$ cat src/rtl/sr_pulse_sweep_gen_if.sv
// Bus between the pulse-sweep generator and whatever drives/observes it:
// search request and parameters in, latch drives and search results out.
interface sr_pulse_sweep_gen_if #(
  parameter int PW_W    = 16,
  parameter int TRIAL_W = 12
);
  logic               start;
  logic               mode;
  logic [PW_W-1:0]    pw_init;
  logic [PW_W-1:0]    inc_init;
  logic               latch_q;
  logic               myset;
  logic               myreset;
  logic               busy;
  logic               done;
  logic [PW_W-1:0]    pw_result;
  logic [TRIAL_W-1:0] trial_count;
  logic               no_hit;
  logic               aborted;

  // Controller / latch-model side
  modport master (
    output start, mode, pw_init, inc_init, latch_q,
    input  myset, myreset, busy, done, pw_result, trial_count, no_hit, aborted
  );

  // Generator side
  modport slave (
    input  start, mode, pw_init, inc_init, latch_q,
    output myset, myreset, busy, done, pw_result, trial_count, no_hit, aborted
  );
endinterface

$ cat src/rtl/sr_pulse_sweep_gen.sv
// Pulse-width sweep generator for one SR latch under test.
// Each trial forces the latch to a known state with an init pulse, waits,
// applies a test pulse of pw cycles on the opposite input, lets the latch
// settle and then samples its synchronised Q. An incremental search walks
// pw up by inc on failure and back by 2*inc (halving inc) on success,
// converging on the minimum width that still flips the latch.
// All counter lengths (INIT_CYC, GAP_CYC, SETTLE_CYC) must be at least 1.
module sr_pulse_sweep_gen #(
  parameter int PW_W       = 16,
  parameter int INIT_CYC   = 10,
  parameter int GAP_CYC    = 3,
  parameter int SETTLE_CYC = 150,
  parameter int TRIAL_W    = 12,
  parameter int MAX_TRIALS = 4095
) (
  input  logic                 clk,
  input  logic                 rst,
  sr_pulse_sweep_gen_if.slave  bus
);

  // Phase counter is wider than pw so it also covers the fixed phases.
  localparam int CNT_W = PW_W + 16;
  localparam logic [CNT_W-1:0] INIT_LAST   = CNT_W'(INIT_CYC - 1);
  localparam logic [CNT_W-1:0] GAP_LAST    = CNT_W'(GAP_CYC - 1);
  // Settle window includes the two synchroniser flops.
  localparam logic [CNT_W-1:0] SETTLE_LAST = CNT_W'(SETTLE_CYC + 1);

  typedef enum logic [2:0] {
    S_IDLE,
    S_INIT,
    S_GAP,
    S_PULSE,
    S_SETTLE,
    S_EVAL,
    S_DONE
  } state_t;

  state_t             state, state_nxt;
  logic [CNT_W-1:0]   cnt;
  logic [CNT_W-1:0]   last_cnt;
  logic               cnt_end;

  logic [PW_W-1:0]    pw_r;
  logic [PW_W-1:0]    inc_r;
  logic [PW_W-1:0]    min_r;
  logic               mode_r;
  logic               hit_r;
  logic [TRIAL_W-1:0] trial_r;

  logic               myset_r;
  logic               myreset_r;
  logic               busy_r;
  logic               done_r;
  logic [PW_W-1:0]    pw_result_r;
  logic               no_hit_r;
  logic               aborted_r;

  logic               q_sync_p0;
  logic               q_sync_p1;

  logic               accept;
  logic               mode_nxt;
  logic               drive_set;
  logic               drive_rst;

  logic               success;
  logic [PW_W-1:0]    pw_upd;
  logic [PW_W-1:0]    inc_upd;
  logic [PW_W-1:0]    min_upd;
  logic               hit_nxt;
  logic [TRIAL_W-1:0] trial_inc;
  logic               abort_now;
  logic               term;

  // pw + inc, clamped to all-ones instead of wrapping.
  function automatic logic [PW_W-1:0] sat_add(input logic [PW_W-1:0] a,
                                               input logic [PW_W-1:0] b);
    logic [PW_W:0] s;
    s = {1'b0, a} + {1'b0, b};
    if (s[PW_W])
      return '1;
    return s[PW_W-1:0];
  endfunction

  // pw - 2*inc, floored at 1 (a zero-width pulse is meaningless).
  function automatic logic [PW_W-1:0] floor_sub2(input logic [PW_W-1:0] a,
                                                  input logic [PW_W-1:0] b);
    logic [PW_W+1:0] d;
    d = {2'b00, a} - {1'b0, b, 1'b0};
    if (d[PW_W+1] || (d[PW_W:0] == '0))
      return PW_W'(1);
    return d[PW_W-1:0];
  endfunction

  // Width 0 requested by the user still means one cycle.
  function automatic logic [PW_W-1:0] at_least_one(input logic [PW_W-1:0] a);
    if (a == '0)
      return PW_W'(1);
    return a;
  endfunction

  assign accept   = bus.start && ((state == S_IDLE) || (state == S_DONE));
  assign mode_nxt = accept ? bus.mode : mode_r;

  // Latch Q is asynchronous to clk; two flops before it is evaluated.
  always_ff @(posedge clk or posedge rst) begin
    if (rst) begin
      q_sync_p0 <= 1'b0;
      q_sync_p1 <= 1'b0;
    end else begin
      q_sync_p0 <= bus.latch_q;
      q_sync_p1 <= q_sync_p0;
    end
  end

  // Length of the phase currently being timed.
  always_comb begin
    last_cnt = '0;
    case (state)
      S_INIT:   last_cnt = INIT_LAST;
      S_GAP:    last_cnt = GAP_LAST;
      S_PULSE:  last_cnt = CNT_W'(pw_r) - CNT_W'(1);
      S_SETTLE: last_cnt = SETTLE_LAST;
      default:  last_cnt = '0;
    endcase
  end

  assign cnt_end = (cnt == last_cnt);

  // Search step evaluated at the end of each trial.
  always_comb begin
    success   = mode_r ? ~q_sync_p1 : q_sync_p1;
    trial_inc = trial_r + TRIAL_W'(1);
    pw_upd    = pw_r;
    inc_upd   = inc_r;
    min_upd   = min_r;
    hit_nxt   = hit_r;
    term      = 1'b0;
    abort_now = (trial_inc == TRIAL_W'(MAX_TRIALS));
    if (success) begin
      min_upd = (pw_r < min_r) ? pw_r : min_r;
      pw_upd  = floor_sub2(pw_r, inc_r);
      inc_upd = inc_r >> 1;
      hit_nxt = 1'b1;
      term    = (inc_upd == '0);
    end else begin
      pw_upd  = sat_add(pw_r, inc_r);
      term    = (inc_r == '0) || (pw_r == '1);
    end
    term = term || abort_now;
  end

  // Sequencer: next state.
  always_comb begin
    state_nxt = state;
    case (state)
      S_IDLE:   if (accept)  state_nxt = S_INIT;
      S_INIT:   if (cnt_end) state_nxt = S_GAP;
      S_GAP:    if (cnt_end) state_nxt = S_PULSE;
      S_PULSE:  if (cnt_end) state_nxt = S_SETTLE;
      S_SETTLE: if (cnt_end) state_nxt = S_EVAL;
      S_EVAL:   state_nxt = term ? S_DONE : S_INIT;
      S_DONE:   if (accept)  state_nxt = S_INIT;
      default:  state_nxt = S_IDLE;
    endcase
  end

  // Drives are decoded from the upcoming state so the registered outputs
  // line up exactly with the INIT and PULSE phases.
  always_comb begin
    drive_set = ((state_nxt == S_PULSE) && !mode_nxt) ||
                ((state_nxt == S_INIT)  &&  mode_nxt);
    drive_rst = ((state_nxt == S_PULSE) &&  mode_nxt) ||
                ((state_nxt == S_INIT)  && !mode_nxt);
  end

  // State register and phase counter (restarts on every phase change).
  always_ff @(posedge clk or posedge rst) begin
    if (rst) begin
      state <= S_IDLE;
      cnt   <= '0;
    end else begin
      state <= state_nxt;
      if (state_nxt != state)
        cnt <= '0;
      else if ((state == S_INIT) || (state == S_GAP) ||
               (state == S_PULSE) || (state == S_SETTLE))
        cnt <= cnt + CNT_W'(1);
    end
  end

  // Search registers: loaded on an accepted start, stepped in EVAL.
  always_ff @(posedge clk or posedge rst) begin
    if (rst) begin
      pw_r        <= '0;
      inc_r       <= '0;
      min_r       <= '1;
      mode_r      <= 1'b0;
      hit_r       <= 1'b0;
      trial_r     <= '0;
      pw_result_r <= '1;
      no_hit_r    <= 1'b0;
      aborted_r   <= 1'b0;
    end else if (accept) begin
      pw_r      <= at_least_one(bus.pw_init);
      inc_r     <= bus.inc_init;
      mode_r    <= bus.mode;
      min_r     <= '1;
      hit_r     <= 1'b0;
      trial_r   <= '0;
      no_hit_r  <= 1'b0;
      aborted_r <= 1'b0;
    end else if (state == S_EVAL) begin
      pw_r    <= pw_upd;
      inc_r   <= inc_upd;
      min_r   <= min_upd;
      hit_r   <= hit_nxt;
      trial_r <= trial_inc;
      if (term) begin
        pw_result_r <= min_upd;
        no_hit_r    <= ~hit_nxt;
        aborted_r   <= abort_now;
      end
    end
  end

  // Registered latch drives and status levels.
  always_ff @(posedge clk or posedge rst) begin
    if (rst) begin
      myset_r   <= 1'b0;
      myreset_r <= 1'b0;
      busy_r    <= 1'b0;
      done_r    <= 1'b0;
    end else begin
      myset_r   <= drive_set;
      myreset_r <= drive_rst;
      busy_r    <= (state_nxt != S_IDLE) && (state_nxt != S_DONE);
      done_r    <= (state_nxt == S_DONE);
    end
  end

  assign bus.myset       = myset_r;
  assign bus.myreset     = myreset_r;
  assign bus.busy        = busy_r;
  assign bus.done        = done_r;
  assign bus.pw_result   = pw_result_r;
  assign bus.trial_count = trial_r;
  assign bus.no_hit      = no_hit_r;
  assign bus.aborted     = aborted_r;

endmodule

$ cat src/flat_wrapper.sv
// flat-port wrapper written by rule: the top's interface ports become plain ports
module sr_pulse_sweep_gen_flat 
#(
  parameter int PW_W       = 16,
  parameter int INIT_CYC   = 10,
  parameter int GAP_CYC    = 3,
  parameter int SETTLE_CYC = 150,
  parameter int TRIAL_W    = 12,
  parameter int MAX_TRIALS = 4095
)
  (clk, rst, bus_start, bus_mode, bus_pw_init, bus_inc_init, bus_latch_q, bus_myset, bus_myreset, bus_busy, bus_done, bus_pw_result, bus_trial_count, bus_no_hit, bus_aborted);
  sr_pulse_sweep_gen_if #(.PW_W(PW_W), .TRIAL_W(TRIAL_W)) bus_i ();
  input  logic clk;
  input  logic rst;
  input wire logic [$bits(bus_i.start)-1:0] bus_start;
  input wire logic [$bits(bus_i.mode)-1:0] bus_mode;
  input wire logic [$bits(bus_i.pw_init)-1:0] bus_pw_init;
  input wire logic [$bits(bus_i.inc_init)-1:0] bus_inc_init;
  input wire logic [$bits(bus_i.latch_q)-1:0] bus_latch_q;
  output wire logic [$bits(bus_i.myset)-1:0] bus_myset;
  output wire logic [$bits(bus_i.myreset)-1:0] bus_myreset;
  output wire logic [$bits(bus_i.busy)-1:0] bus_busy;
  output wire logic [$bits(bus_i.done)-1:0] bus_done;
  output wire logic [$bits(bus_i.pw_result)-1:0] bus_pw_result;
  output wire logic [$bits(bus_i.trial_count)-1:0] bus_trial_count;
  output wire logic [$bits(bus_i.no_hit)-1:0] bus_no_hit;
  output wire logic [$bits(bus_i.aborted)-1:0] bus_aborted;
  assign bus_i.start = bus_start;
  assign bus_i.mode = bus_mode;
  assign bus_i.pw_init = bus_pw_init;
  assign bus_i.inc_init = bus_inc_init;
  assign bus_i.latch_q = bus_latch_q;
  assign bus_myset = bus_i.myset;
  assign bus_myreset = bus_i.myreset;
  assign bus_busy = bus_i.busy;
  assign bus_done = bus_i.done;
  assign bus_pw_result = bus_i.pw_result;
  assign bus_trial_count = bus_i.trial_count;
  assign bus_no_hit = bus_i.no_hit;
  assign bus_aborted = bus_i.aborted;
  sr_pulse_sweep_gen #(.PW_W(PW_W), .INIT_CYC(INIT_CYC), .GAP_CYC(GAP_CYC), .SETTLE_CYC(SETTLE_CYC), .TRIAL_W(TRIAL_W), .MAX_TRIALS(MAX_TRIALS)) u_core (.clk(clk), .rst(rst), .bus(bus_i));
endmodule
$ cat config.mk
export PLATFORM = sky130hd
export DESIGN_NAME = sr_pulse_sweep_gen_flat
export DESIGN_NICKNAME = d
export VERILOG_FILES = /design/src/rtl/sr_pulse_sweep_gen_if.sv /design/src/rtl/sr_pulse_sweep_gen.sv /design/src/flat_wrapper.sv
export SDC_FILE = /design/constraint.sdc
export NUM_CORES = 1
export LEC_CHECK = 0
export CAP_MARGIN = 20
export CORE_AREA = 2 2 161 163
export DETAILED_ROUTE_END_ITERATION = 6
export DIE_AREA = 0 0 163 165
export DONT_BUFFER_PORTS = 1
export GPL_TIMING_DRIVEN = 0
export PLACE_DENSITY = 0.45
export SYNTH_ARGS = -nofsm -noshare
export SYNTH_HDL_FRONTEND = slang
export SYNTH_SLANG_ARGS = --single-unit
$ cat constraint.sdc
create_clock -name clk -period 10.2 [get_ports clk]
set_input_delay 1.53 -clock clk [delete_from_list [all_inputs] [get_ports clk]]
set_output_delay 1.53 -clock clk [all_outputs]
set_load 0.02 [all_outputs]
# == Word level (Yosys, flattened, before mapping) ==
# Index checks and enable logic that the tools add are counted.
# word_totals
regBits,121
# op_classes
addsub,5
order_cmp,1
n_eq_ne,14
muxes,46
n_bitwise,3
n_reduce_logical,30
# ops
operator,n
$mux W16,16
$pmux W32 S4,1
$mux W32,2
$logic_not A16 Y1,3
$add A32 B1 Y32 const B,1
$eq A32 B32 Y1,1
$mux W12,2
$mux W1,18
$mux W3,6
$pmux W3 S6,1
$sub A16 B17 Y18,1
$add A16 B16 Y17,1
$logic_not A17 Y1,1
$sub A16 B1 Y17 const B,1
$eq A16 B16 Y1 const B,1
$lt A16 B16 Y1,1
$add A12 B1 Y12 const B,1
$eq A12 B12 Y1 const B,1
$eq A3 B3 Y1 const B,4
$eq A3 B2 Y1 const B,3
$logic_or A1 B1 Y1,9
$reduce_bool A2 Y1,4
$eq A3 B1 Y1 const B,2
$logic_and A1 B1 Y1,6
9 further kinds,12

# == Depth between registers and ports, before layout ==
# Gate-level depths: netlist (run 1).
# depth
depth_word,9
ltp_mapped,15

# == Least setup slack after synthesis (run 1) ==
# No wires, ideal clock.
# synth_path
kind,reg2reg
startpoint,register u_core.pw_r[0]
endpoint,register u_core.cnt[21]
t_arrival_ps,3612
slack_ps,6469
stages_incl_launch_ff,16
path_buffers,3
path_cell_list,dfrtp_1 -> clkbuf_1 -> inv_1 -> ha_1 -> or4b_2 -> buf_2 -> o31a_1 -> o21ai_0 -> xnor2_1 -> o311ai_1 -> or4_4 -> nor3_2 -> a21oi_2 -> a311oi_4 -> buf_6 -> nor2_2
# synth_via
elab_chain_len,8
elab_cells_between_ends,16
classes_between,1 x add/sub; 3 x eq/ne; 9 x mux; 3 x reduce/logical
# synth_rtl
item,line,source
from (decl),sr_pulse_sweep_gen.sv:43,logic [PW_W-1:0] pw_r;
from (signal assigned),sr_pulse_sweep_gen.sv:205,pw_r <= at_least_one(bus.pw_init);
from (signal assigned),sr_pulse_sweep_gen.sv:214,pw_r <= pw_upd;
branches (longest 5 deep; another with $sub A16 B1 Y17),--,
$pmux W3 S6 (*),sr_pulse_sweep_gen.sv:156,case (state)
$ne A3 B3 Y1 (*),sr_pulse_sweep_gen.sv:184,if (state_nxt != state)
$mux W32 / $reduce_bool A2 Y1 (equally long branches),--,
to (signal assigned),sr_pulse_sweep_gen.sv:188,cnt <= cnt + CNT_W'(1);
to (decl),sr_pulse_sweep_gen.sv:39,logic [CNT_W-1:0] cnt;
# Every way passes the cells marked *.
# A chain may end at the register's enable or synchronous reset.

# == Worst setup path in the final report (run 1) ==
# layout_path
startpoint,register u_core.pw_r[0]
endpoint,register u_core.cnt[24]
# The elaborated chain is that of the path after synthesis.

==> results.md, run 1 <==
Timing:
- For this run, the top clock speed supported by timing is 233 MHz.
- The number of max-slew violations in the final report was 0.
- Summed over all failing endpoints, the final setup total negative slack is 0 ns.
- Setup repair after global routing left no endpoint under its margin.
- Setup violations remaining at the end of the flow were counted as 0.
- The hold violation count in the final report came to 0.
- Measured against its own limit, the worst slew margin works out to 39.8%.
- The share of the clock period used by the worst path is approximately 42%.
- After layout, the minimum clock period comes to 4.29 ns.
- For the final database, setup skew stands at 0.0148 ns.
- For the pin with the worst max-slew slack, the measured transition is 0.900 ns.

Worst setup path:
- The slowest stage of the critical path belongs to the cell sky130_fd_sc_hd__or4_4.
- The critical path goes through clkbuf_1, inv_1, ha_1, or4b_2, buf_2, o31a_1, o21ai_0, xnor2_1, o311ai_1, or4_4, nor2_4, nor3_1, a311oi_4, buf_6, nor2_2.
- The depth of the critical timing path with buffers and inverters included is 15.
- The arrival time reported for the critical path endpoint is ~4.6 ns.
- The worst reg-to-reg path cell count is 15.
- The endpoint of the lowest-slack register-to-register path is u_core.cnt[24].
- STA classifies the critical path startpoint as a flop.
- For flop-to-flop paths, the worst setup slack is 5.91 ns.
- The start point of the critical path is u_core.pw_r[0].
- The largest single stage delay on the critical path is 0.59 ns.
- For the worst setup path, the data required time is 10.51 ns.
- The element type at the critical path end is a flop.
- The number of buffers and inverters on the critical path is 4.
- The highest net fanout along the worst path is 10.
- The beginning of the worst register-to-register path is u_core.pw_r[0].
- Following the worst setup path forward leads to its endpoint at u_core.cnt[24].
- The worst setup path is of the reg -> reg kind.
- The category of cells accounting for the largest share of critical-path delay is simple AND/OR/NAND/NOR gates.

Routing:
- The final antenna-violating net count is 0.
- Routed signal wires occupy layers up through met4.
- Summed over all layers, the routed wires come to 27,500 µm.
- The starting DRC count in detailed routing is 580.
- The residual DRC count is 0.
- The wire length per cell is 20.0 µm.
- The average via count per standard cell is 5.48.
- The met3 routed wirelength is 1240 µm.
- The first detailed-routing pass ran for 5 iterations.
- Wire segments on met2 add up to 12,400 µm in the final route.
- The number of vias after detailed routing is 7,534.
- The detailed router put a total of 13,700 µm of wire on met1.

Placement:
- Detailed placement ended at an HPWL of 20,000 µm.
- The count of buffers inserted at the top-level ports is 0.
- The congestion estimate from routability-driven global placement came to around 0.94.

Die:
- The count of boundary I/O pins is 71.
- Measured along the y axis, the die boundary spans 165 µm.
- The die area is 0.0269 mm².
- The core region is 0.0250 mm².
- The effective utilization at floorplan is between 30% and 40%.
- In this run the horizontal extent of the chip is roughly 160 µm.
- The number of placement rows is 58.

CTS:
- The worst-case clock buffer depth is 2.
- For this design, the CTS-stage hold fixing added 0 buffers.
- Clock-pin slew was measured on the worst setup and hold paths at approximately 0.06 ns.
- Clock tree synthesis found a total of 121 sinks.
- At the later pin of the worst-skew pair, clock insertion delay measures 0.43 ns.
- The post-CTS setup buffer count is 0.
- The H-tree level count is 4.
- The TritonCTS clock tree is yes.
- The number of buffers inserted during clock tree synthesis is 17.
- The clock root buffer is sky130_fd_sc_hd__clkbuf_16.
- Once the clock tree was built, the resizer swapped 0 gates to a different size.

Global route:
- Global routing consumed, over all layers together, 21.3% of the routing resources.
- The pin count of the biggest net entering global routing is 88.
- The global route total overflow is 0.
- The number of global-route vias before repair was 7,401.
- The initial antenna violation count is 0.
- The wire length of the first global-routing pass is 43,500 µm.

Job:
- The count of max-cap constraint violations is 0.

Yosys:
- The number of different library cells used by synthesis comes to just over 70.
- The flip-flop and latch count after synthesis is 121.
- By area, the combinational part of the netlist is dominated by simple AND/OR/NAND/NOR gates.
- Of the post-synthesis cell area, the part taken by muxes is 2.90%.
- The adder and majority gate portion of the synthesized area is approximately 7.9%.
- The parity-gate share of the synthesized area counting xor and xnor cells is 8.07%.
- The number of nets produced by synthesis is around 1,100.
- The Yosys warning count is 0.
- Synthesis produced around 1,000 cells.
- The simple-gate share of the synthesized area is 21.5%.
- The most used flip-flop cell after synthesis is sky130_fd_sc_hd__dfrtp_1.
- The synthesized design contains 0 enable-type register cells.
- The sequential area share after synthesis is 35.5%.
- A synthesized cell averages 8.52 µm².
- The compound-cell area share of the yosys netlist is 18.9%.
- Counting flops with an async set or reset pin after synthesis yields a share of 100%.
- The area of the mapped netlist is 0.00863 mm².

Finish:
- The count of filler cells inserted in the layout is 2,656.
- The number of antenna diodes in the final layout is 0.
- Once layout is complete, the utilization of the core stands at between 30% and 40%.
- The top cell types in the final layout, fill and taps aside, are sky130_fd_sc_hd__nor2_1 (117), sky130_fd_sc_hd__dfrtp_1 (89), sky130_fd_sc_hd__nand2_1 (83).
- The sequential cells in the finished layout cover a total of 0.00307 mm².
- The area of combinational cells with multiple inputs is approximately 0.005 mm².
- The net count reported at finish is 1,124.
- The library cell used most frequently in the layout, excluding fill and tap cells, is sky130_fd_sc_hd__nor2_1.
- In the final layout, the share of cells above drive strength 1 is 9.46%.
- The area growth from synthesis to layout is 12.0%.

Run status:
- The flow ran to the end, and the final reports show no timing, DRC or antenna violations.

Pwr:
- For this design the ratio of total power to cell area is 116 mW/mm².
- The static leakage is roughly 4.0 nW.
- The highest ir drop seen on vdd is 0.0766 mV.

Worst hold path:
- In this run the worst hold path is classified as reg -> reg.
## area by class of cell
class / count / area share, %
Multi-Input combinational cell: 786 / 52.9
Sequential cell: 121 / 31.7
Timing Repair Buffer: 2 / 0.336
Tap cell: 330 / 4.27
Clock inverter: 9 / 1.27
Inverter: 54 / 2.15
Clock buffer: 22 / 4.80
Buffer: 52 / 2.52
## per-stage QoR
stage | worst slack, ns | instances | instance area (µm²) | hold WS, ns | power (mW)
after global placement | 3.62 | 1343 | 9040 | 0.338 | 0.510
after floorplan | 5.51 | 1013 | 8630 | 0.331 | 0.503
after CTS | 5.88 | 1375 | 9660 | 0.353 | 1.14
after global routing | 5.65 | 1376 | 9670 | 0.370 | 1.17
final | 5.91 | 1376 | 9670 | 0.350 | 1.12
after detailed placement | 5.89 | 1344 | 9080 | 0.338 | 0.511
## cell families after synthesis
| kind of cell | after synthesis |
|---|---|
| and+or+nand+nor | 375 |
| AOI/OAI and AO/OA | 255 |
| DFF | 121 |
| buffers and inverters | 106 |
| xor gates and xnor gates | 78 |
| adders and majority gates | 53 |
| muxes | 25 |
## worst min-delay path by stage
stage                  endpoint  slack (ns)        startpoint  depth (start not counted)
2_1_floorplan  u_core.q_sync_p1        0.33  u_core.q_sync_p0                          0
3_3_place_gp   u_core.q_sync_p1        0.34  u_core.q_sync_p0                          0
3_5_place_dp   u_core.q_sync_p1        0.34  u_core.q_sync_p0                          0
4_1_cts        u_core.q_sync_p1        0.35  u_core.q_sync_p0                          0
5_1_grt        u_core.q_sync_p1        0.37  u_core.q_sync_p0                          0
6_report       u_core.q_sync_p1        0.35  u_core.q_sync_p0                          0
## routing by layer
metal	vias to the layer above	track usage, %
li1	3677	-
met1	3683	30.2
met2	155	33.6
met3	19	4.39
met4	0	4.30
met5	-	0
## Yosys cell counts (4+ instances only)
cell | n | area share [%]
sky130_fd_sc_hd__dfstp_2 | 32 | 9.7
sky130_fd_sc_hd__o21ai_0 | 66 | 3.8
sky130_fd_sc_hd__a21oi_1 | 68 | 3.9
sky130_fd_sc_hd__o211ai_1 | 6 | 0.52
sky130_fd_sc_hd__mux2i_1 | 25 | 2.9
sky130_fd_sc_hd__clkbuf_1 | 41 | 1.8
sky130_fd_sc_hd__o31a_1 | 4 | 0.41
sky130_fd_sc_hd__a22oi_1 | 18 | 1.6
sky130_fd_sc_hd__and4_1 | 4 | 0.41
sky130_fd_sc_hd__or4_1 | 6 | 0.52
sky130_fd_sc_hd__xor2_1 | 32 | 3.2
sky130_fd_sc_hd__a21o_1 | 8 | 0.70
sky130_fd_sc_hd__ha_1 | 51 | 7.4
sky130_fd_sc_hd__a221oi_1 | 11 | 1.1
sky130_fd_sc_hd__nor3_1 | 24 | 1.4
sky130_fd_sc_hd__nor2b_1 | 9 | 0.65
sky130_fd_sc_hd__a211oi_1 | 10 | 0.87
sky130_fd_sc_hd__dfrtp_1 | 89 | 26
sky130_fd_sc_hd__or2_2 | 4 | 0.29
sky130_fd_sc_hd__inv_1 | 54 | 2.3
sky130_fd_sc_hd__o311ai_0 | 4 | 0.41
sky130_fd_sc_hd__o21a_1 | 8 | 0.70
sky130_fd_sc_hd__o31ai_1 | 4 | 0.35
sky130_fd_sc_hd__nand3_1 | 30 | 1.7
sky130_fd_sc_hd__nor2_1 | 117 | 5.1
sky130_fd_sc_hd__xnor2_1 | 45 | 4.6
sky130_fd_sc_hd__buf_6 | 6 | 0.78
sky130_fd_sc_hd__nor3b_1 | 5 | 0.43
sky130_fd_sc_hd__and2_1 | 4 | 0.29
sky130_fd_sc_hd__nor4_1 | 18 | 1.3
sky130_fd_sc_hd__nand4_1 | 22 | 1.6
sky130_fd_sc_hd__nand2_1 | 83 | 3.6
sky130_fd_sc_hd__nor2_2 | 10 | 0.72
sky130_fd_sc_hd__or3_1 | 7 | 0.51
sky130_fd_sc_hd__a31oi_1 | 17 | 1.2
sky130_fd_sc_hd__and3_1 | 8 | 0.58
sky130_fd_sc_hd__nand2b_1 | 11 | 0.80
## state kept, by name, summed over array words and instances, names as in the netlist
register                count
u_core.bus.myset            1
u_core.hit_r                1
u_core.q_sync_p1            1
u_core.cnt                 32
u_core.bus.no_hit           1
u_core.mode_r               1
u_core.min_r               16
u_core.bus.myreset          1
u_core.pw_r                16
u_core.bus.done             1
u_core.bus.busy             1
u_core.q_sync_p0            1
u_core.state                3
u_core.inc_r               16
u_core.bus.trial_count     12
u_core.bus.aborted          1
u_core.bus.pw_result       16
## power by group
group	leakage, nW	switching (mW)	internal (mW)	total [mW]
registers	1.44	0.000195	0.481	0.482
clock network	0.290	0.226	0.394	0.620
logic	2.31	0.0161	0.00482	0.0209
Note: power is estimated with default switching activity, not from simulation.
==> run 2: changes to the inputs <==
Settings changed: ABC_AREA from default to 1, CORE_AREA 2 2 161 163 to 2 2 165 167, DIE_AREA 0 0 163 165 to 0 0 167 169.
Clock period 10.2 ns to 4.07 ns, I/O delays scaled along.
==> results.md, run 2 <==
Run status:
- The run finished with clean final reports.

Placement:
- The placed wire-length estimate is 23,200 µm (+16%).
- The count of placed standard cells including taps is 1,636 (+22%).
- The count of buffers inserted at the top-level ports came to 0 (unchanged).
- The placer's final routability congestion estimate is 0.925 (-1.1%).

Routing:
- The starting DRC count in detailed routing was 613 (+5.7%).
- The number of detailed-route iterations in the first pass is 4 (-1).
- The number of vias after detailed routing is 8,643 (+15%).
- The residual DRC count was 0 (unchanged).
- The wire length per cell is 18.2 µm (-9.2%).
- The average via count per standard cell is 5.18 (-5.4%).
- The total detailed-routing wirelength was 30,300 µm (+10%).
- The final antenna-violating net count is 0 (unchanged).

Worst setup path:
- The highest net fanout along the worst path was 7 (-3).
- STA classifies the critical path endpoint as a flop.
- The critical path startpoint category is a flop.
- The arrival time reported for the critical path endpoint is 3.97 ns (-0.63 ns).
- The setup path with the least slack is of type reg -> reg.
- The data required time of the worst path was 4.43 ns (-6.08 ns).

Pwr:
- The highest ir drop seen on vdd is 0.300 mV (+290%).
- The overall power was 8.85 mW (+690%).
- The power density of the placed cells is 875 mW/mm² (+650%).
- The static leakage is 4.77 nW (+18%).

Finish:
- The library cells used most frequently in the layout, excluding fill and tap cells, are sky130_fd_sc_hd__nand2_1 (343), sky130_fd_sc_hd__inv_1 (160), sky130_fd_sc_hd__nor2_1 (107).
- Counting flops per register, the top entry is u_core.cnt.
- The most common library cell in the layout ignoring fill and taps is sky130_fd_sc_hd__nand2_1.
- The total inserted antenna cells is 0 (unchanged).
- The fraction of layout instances using a drive strength above 1 is 9.12% (-0.35 points).
- The net count reported at finish is 1,404 (+25%).
- The area added between synthesis and finish is 11.1%.
- The number of standard cells in the final layout excluding fillers came to 1,668 (+21%).
- The utilization of the core after routing is 38.2% (-0.44 points).
- The number of flip-flops in the largest register is 32 (unchanged).

CTS:
- The worst-case clock buffer depth is 2 (unchanged).
- The clock slew seen by the registers of the worst setup and hold paths came to 0.06 ns (about the same).
- The clock root buffer is sky130_fd_sc_hd__clkbuf_16.
- The TritonCTS clock tree is yes.
- The number of buffers inserted during clock tree synthesis is 17 (unchanged).
- The hold-fix buffer count after cts came to 0 (unchanged).
- The post-CTS setup buffer count is 0 (unchanged).
- The number of sinks driven by the clock tree is 121 (unchanged).
- The number of gates resized after CTS is 0 (unchanged).
- The worst-skew pair later-pin latency came to 0.43 ns (about the same).
- The H-tree level count is 4 (unchanged).

Global route:
- The global route total overflow is 0 (unchanged).
- The pin count of the biggest net entering global routing was 68 (-23%).
- The number of global-route vias before repair is 8,549 (+16%).
- The initial antenna violation count is 0 (unchanged).
- The total global-route track usage is 21.8% (+0.56 points).
- The wire length of the first global-routing pass is 48,100 µm (+10%).

Die:
- The area of the placeable core is 0.0265 mm² (+5.8%).
- The number of placement rows is 60 (+3.4%).
- The height of the die is 169 µm (+2.4%).
- The count of boundary I/O pins is 71 (unchanged).
- The die width is 167 µm (+2.5%).
- The die area is 0.0282 mm² (+4.9%).
- The effective utilization at floorplan is 34.4% (-0.12 points).

Yosys:
- The number of nets produced by synthesis is 1,384 (+25%).
- The cell taking the most area after synthesis is sky130_fd_sc_hd__dfrtp_1.
- By area the synthesized netlist is led by sky130_fd_sc_hd__dfrtp_1 (24%), sky130_fd_sc_hd__nand2_1 (14%), sky130_fd_sc_hd__dfstp_2 (9.2%).
- The sequential area share after synthesis is 33.7% (-1.9 points).
- In the synthesized netlist the dominant register cell turns out to be sky130_fd_sc_hd__dfrtp_1.
- The count of flip-flops with a built-in enable after synthesis is 0 (unchanged).
- The number of distinct library cell variants in the gate-level netlist after synthesis was 45 (-37%).
- The post-synthesis async set-or-reset flop share came to 100% (unchanged).
- The fraction of synthesized cell area taken by the top area cell type was 24.5% (-1.3 points).
- The number of instances in the synthesized netlist is 1,294 (+28%).
- The flip-flop and latch count after synthesis is 121 (unchanged).
- The synthesized area divided by synthesized cell count is 7.04 µm² (-17%).
- The Yosys warning count was 0 (unchanged).
- sky130_fd_sc_hd__nand2_1 is the most common cell in the netlist.
- The area of the mapped netlist is 0.00911 mm² (+5.5%).
- Sorting the synthesized cells by how often they occur yields sky130_fd_sc_hd__nand2_1 (343), sky130_fd_sc_hd__inv_1 (161), sky130_fd_sc_hd__nor2_1 (107).

Timing:
- The clock skew after layout is 0.00924 ns (-0.00554 ns).
- The relative slew slack came to 41.2% (+1.4 points).
- Setup repair after global routing left no endpoint under its margin.
- The upper clock frequency limit came to 277 MHz (+19%).
- The hold violation count in the final report came to 0 (unchanged).
- The minimum period implied by the final worst setup slack is 3.61 ns (-0.687 ns).
- The setup TNS is 0 ns (unchanged).
- The share of the clock period used by the worst path is 88.6% (+47 points).
- The final setup violation count is 0 (unchanged).
- The actual slew at the worst max-slew pin came to 0.876 ns (-0.0242 ns).
- The number of max-slew violations in the final report is 0 (unchanged).

Worst hold path:
- The type of the tightest min-delay check is in -> async.

Job:
- The count of max-cap constraint violations is 0 (unchanged).
[run 2: logic make-up after synthesis]
group,after synthesis,share of synthesized area [%]
AO/OA/AOI/OAI,192,12.3
XOR/XNOR,52,5.00
buffers and inverters,198,8.53
adder cells (fa/ha/maj),53,7.45
flip-flops,121,33.7
AND/OR/NAND/NOR,678,33.0
[run 2: worst max-delay path: stages (launching register included)]
cell,delay [ns]
sky130_fd_sc_hd__dfrtp_1,0.38
sky130_fd_sc_hd__xnor2_1,0.71
sky130_fd_sc_hd__inv_1,0.38
sky130_fd_sc_hd__o2111ai_1,0.43
sky130_fd_sc_hd__nand2_1,0.10
sky130_fd_sc_hd__inv_1,0.07
sky130_fd_sc_hd__nand2_1,0.15
sky130_fd_sc_hd__nand2_1,0.36
sky130_fd_sc_hd__o21ai_0,0.29
sky130_fd_sc_hd__a21oi_1,0.18
sky130_fd_sc_hd__nand2_1,0.13
sky130_fd_sc_hd__nor2_1,0.19
sky130_fd_sc_hd__nand3_1,0.09
sky130_fd_sc_hd__nand2_1,0.08
[run 2: where the power goes]
group	switching, mW	total, mW	leakage, nW	internal (mW)
Clock	0.670	1.48	0.279	0.811
Sequential	0.663	2.20	1.50	1.54
Combinational	3.45	5.17	3.00	1.71
Total	4.78	8.85	4.77	4.07
[run 2: cell type report]
class | count | area [µm²]
clock inverter | 14 | 113
multi-input combinational | 975 | 5260
tap | 341 | 427
fill | 2867 | 16400
clock buffer | 18 | 439
inverter | 163 | 617
sequential | 121 | 3070
timing repair buffer | 1 | 27.5
buffer | 35 | 165
[run 2: stage by stage]
step | area, µm² | setup slack [ns] | hold WS, ns
after floorplan | 9110 | 0.298 | 0.331
after global placement | 9530 | -1.53 | 0.340
after detailed placement | 9570 | 0.544 | 0.336
after CTS | 10100 | 0.517 | 0.119
after global routing | 10100 | 0.282 | 0.143
final | 10100 | 0.464 | 0.103
[run 2: path summary, 6_finish.rpt]
path | startpoint | slack (ns) | depth (start not counted) | end
setup reg to reg | u_core.mode_r | 0.46 | 13 | u_core.bus.myset
min in group clk | bus_latch_q | 0.21 | 0 | u_core.q_sync_p0
max in group asynchronous | rst | 3.23 | 2 | u_core.cnt[5]
hold reg to reg | u_core.q_sync_p0 | 0.35 | 0 | u_core.q_sync_p1
hold / removal | rst | 0.10 | 1 | u_core.bus.trial_count[10]
setup / recovery | u_core.mode_r | 0.46 | 13 | u_core.bus.myset
[run 2: metal layers]
metal	up-vias	routed length (µm)	track usage, %	part of all wire, %
li1	4318	-	-	-
met3	35	1390	3.23	4.6
met5	-	0	0	0
met1	4097	15100	31.5	50
met2	193	13100	33.6	43
met4	0	665	6.90	2.2
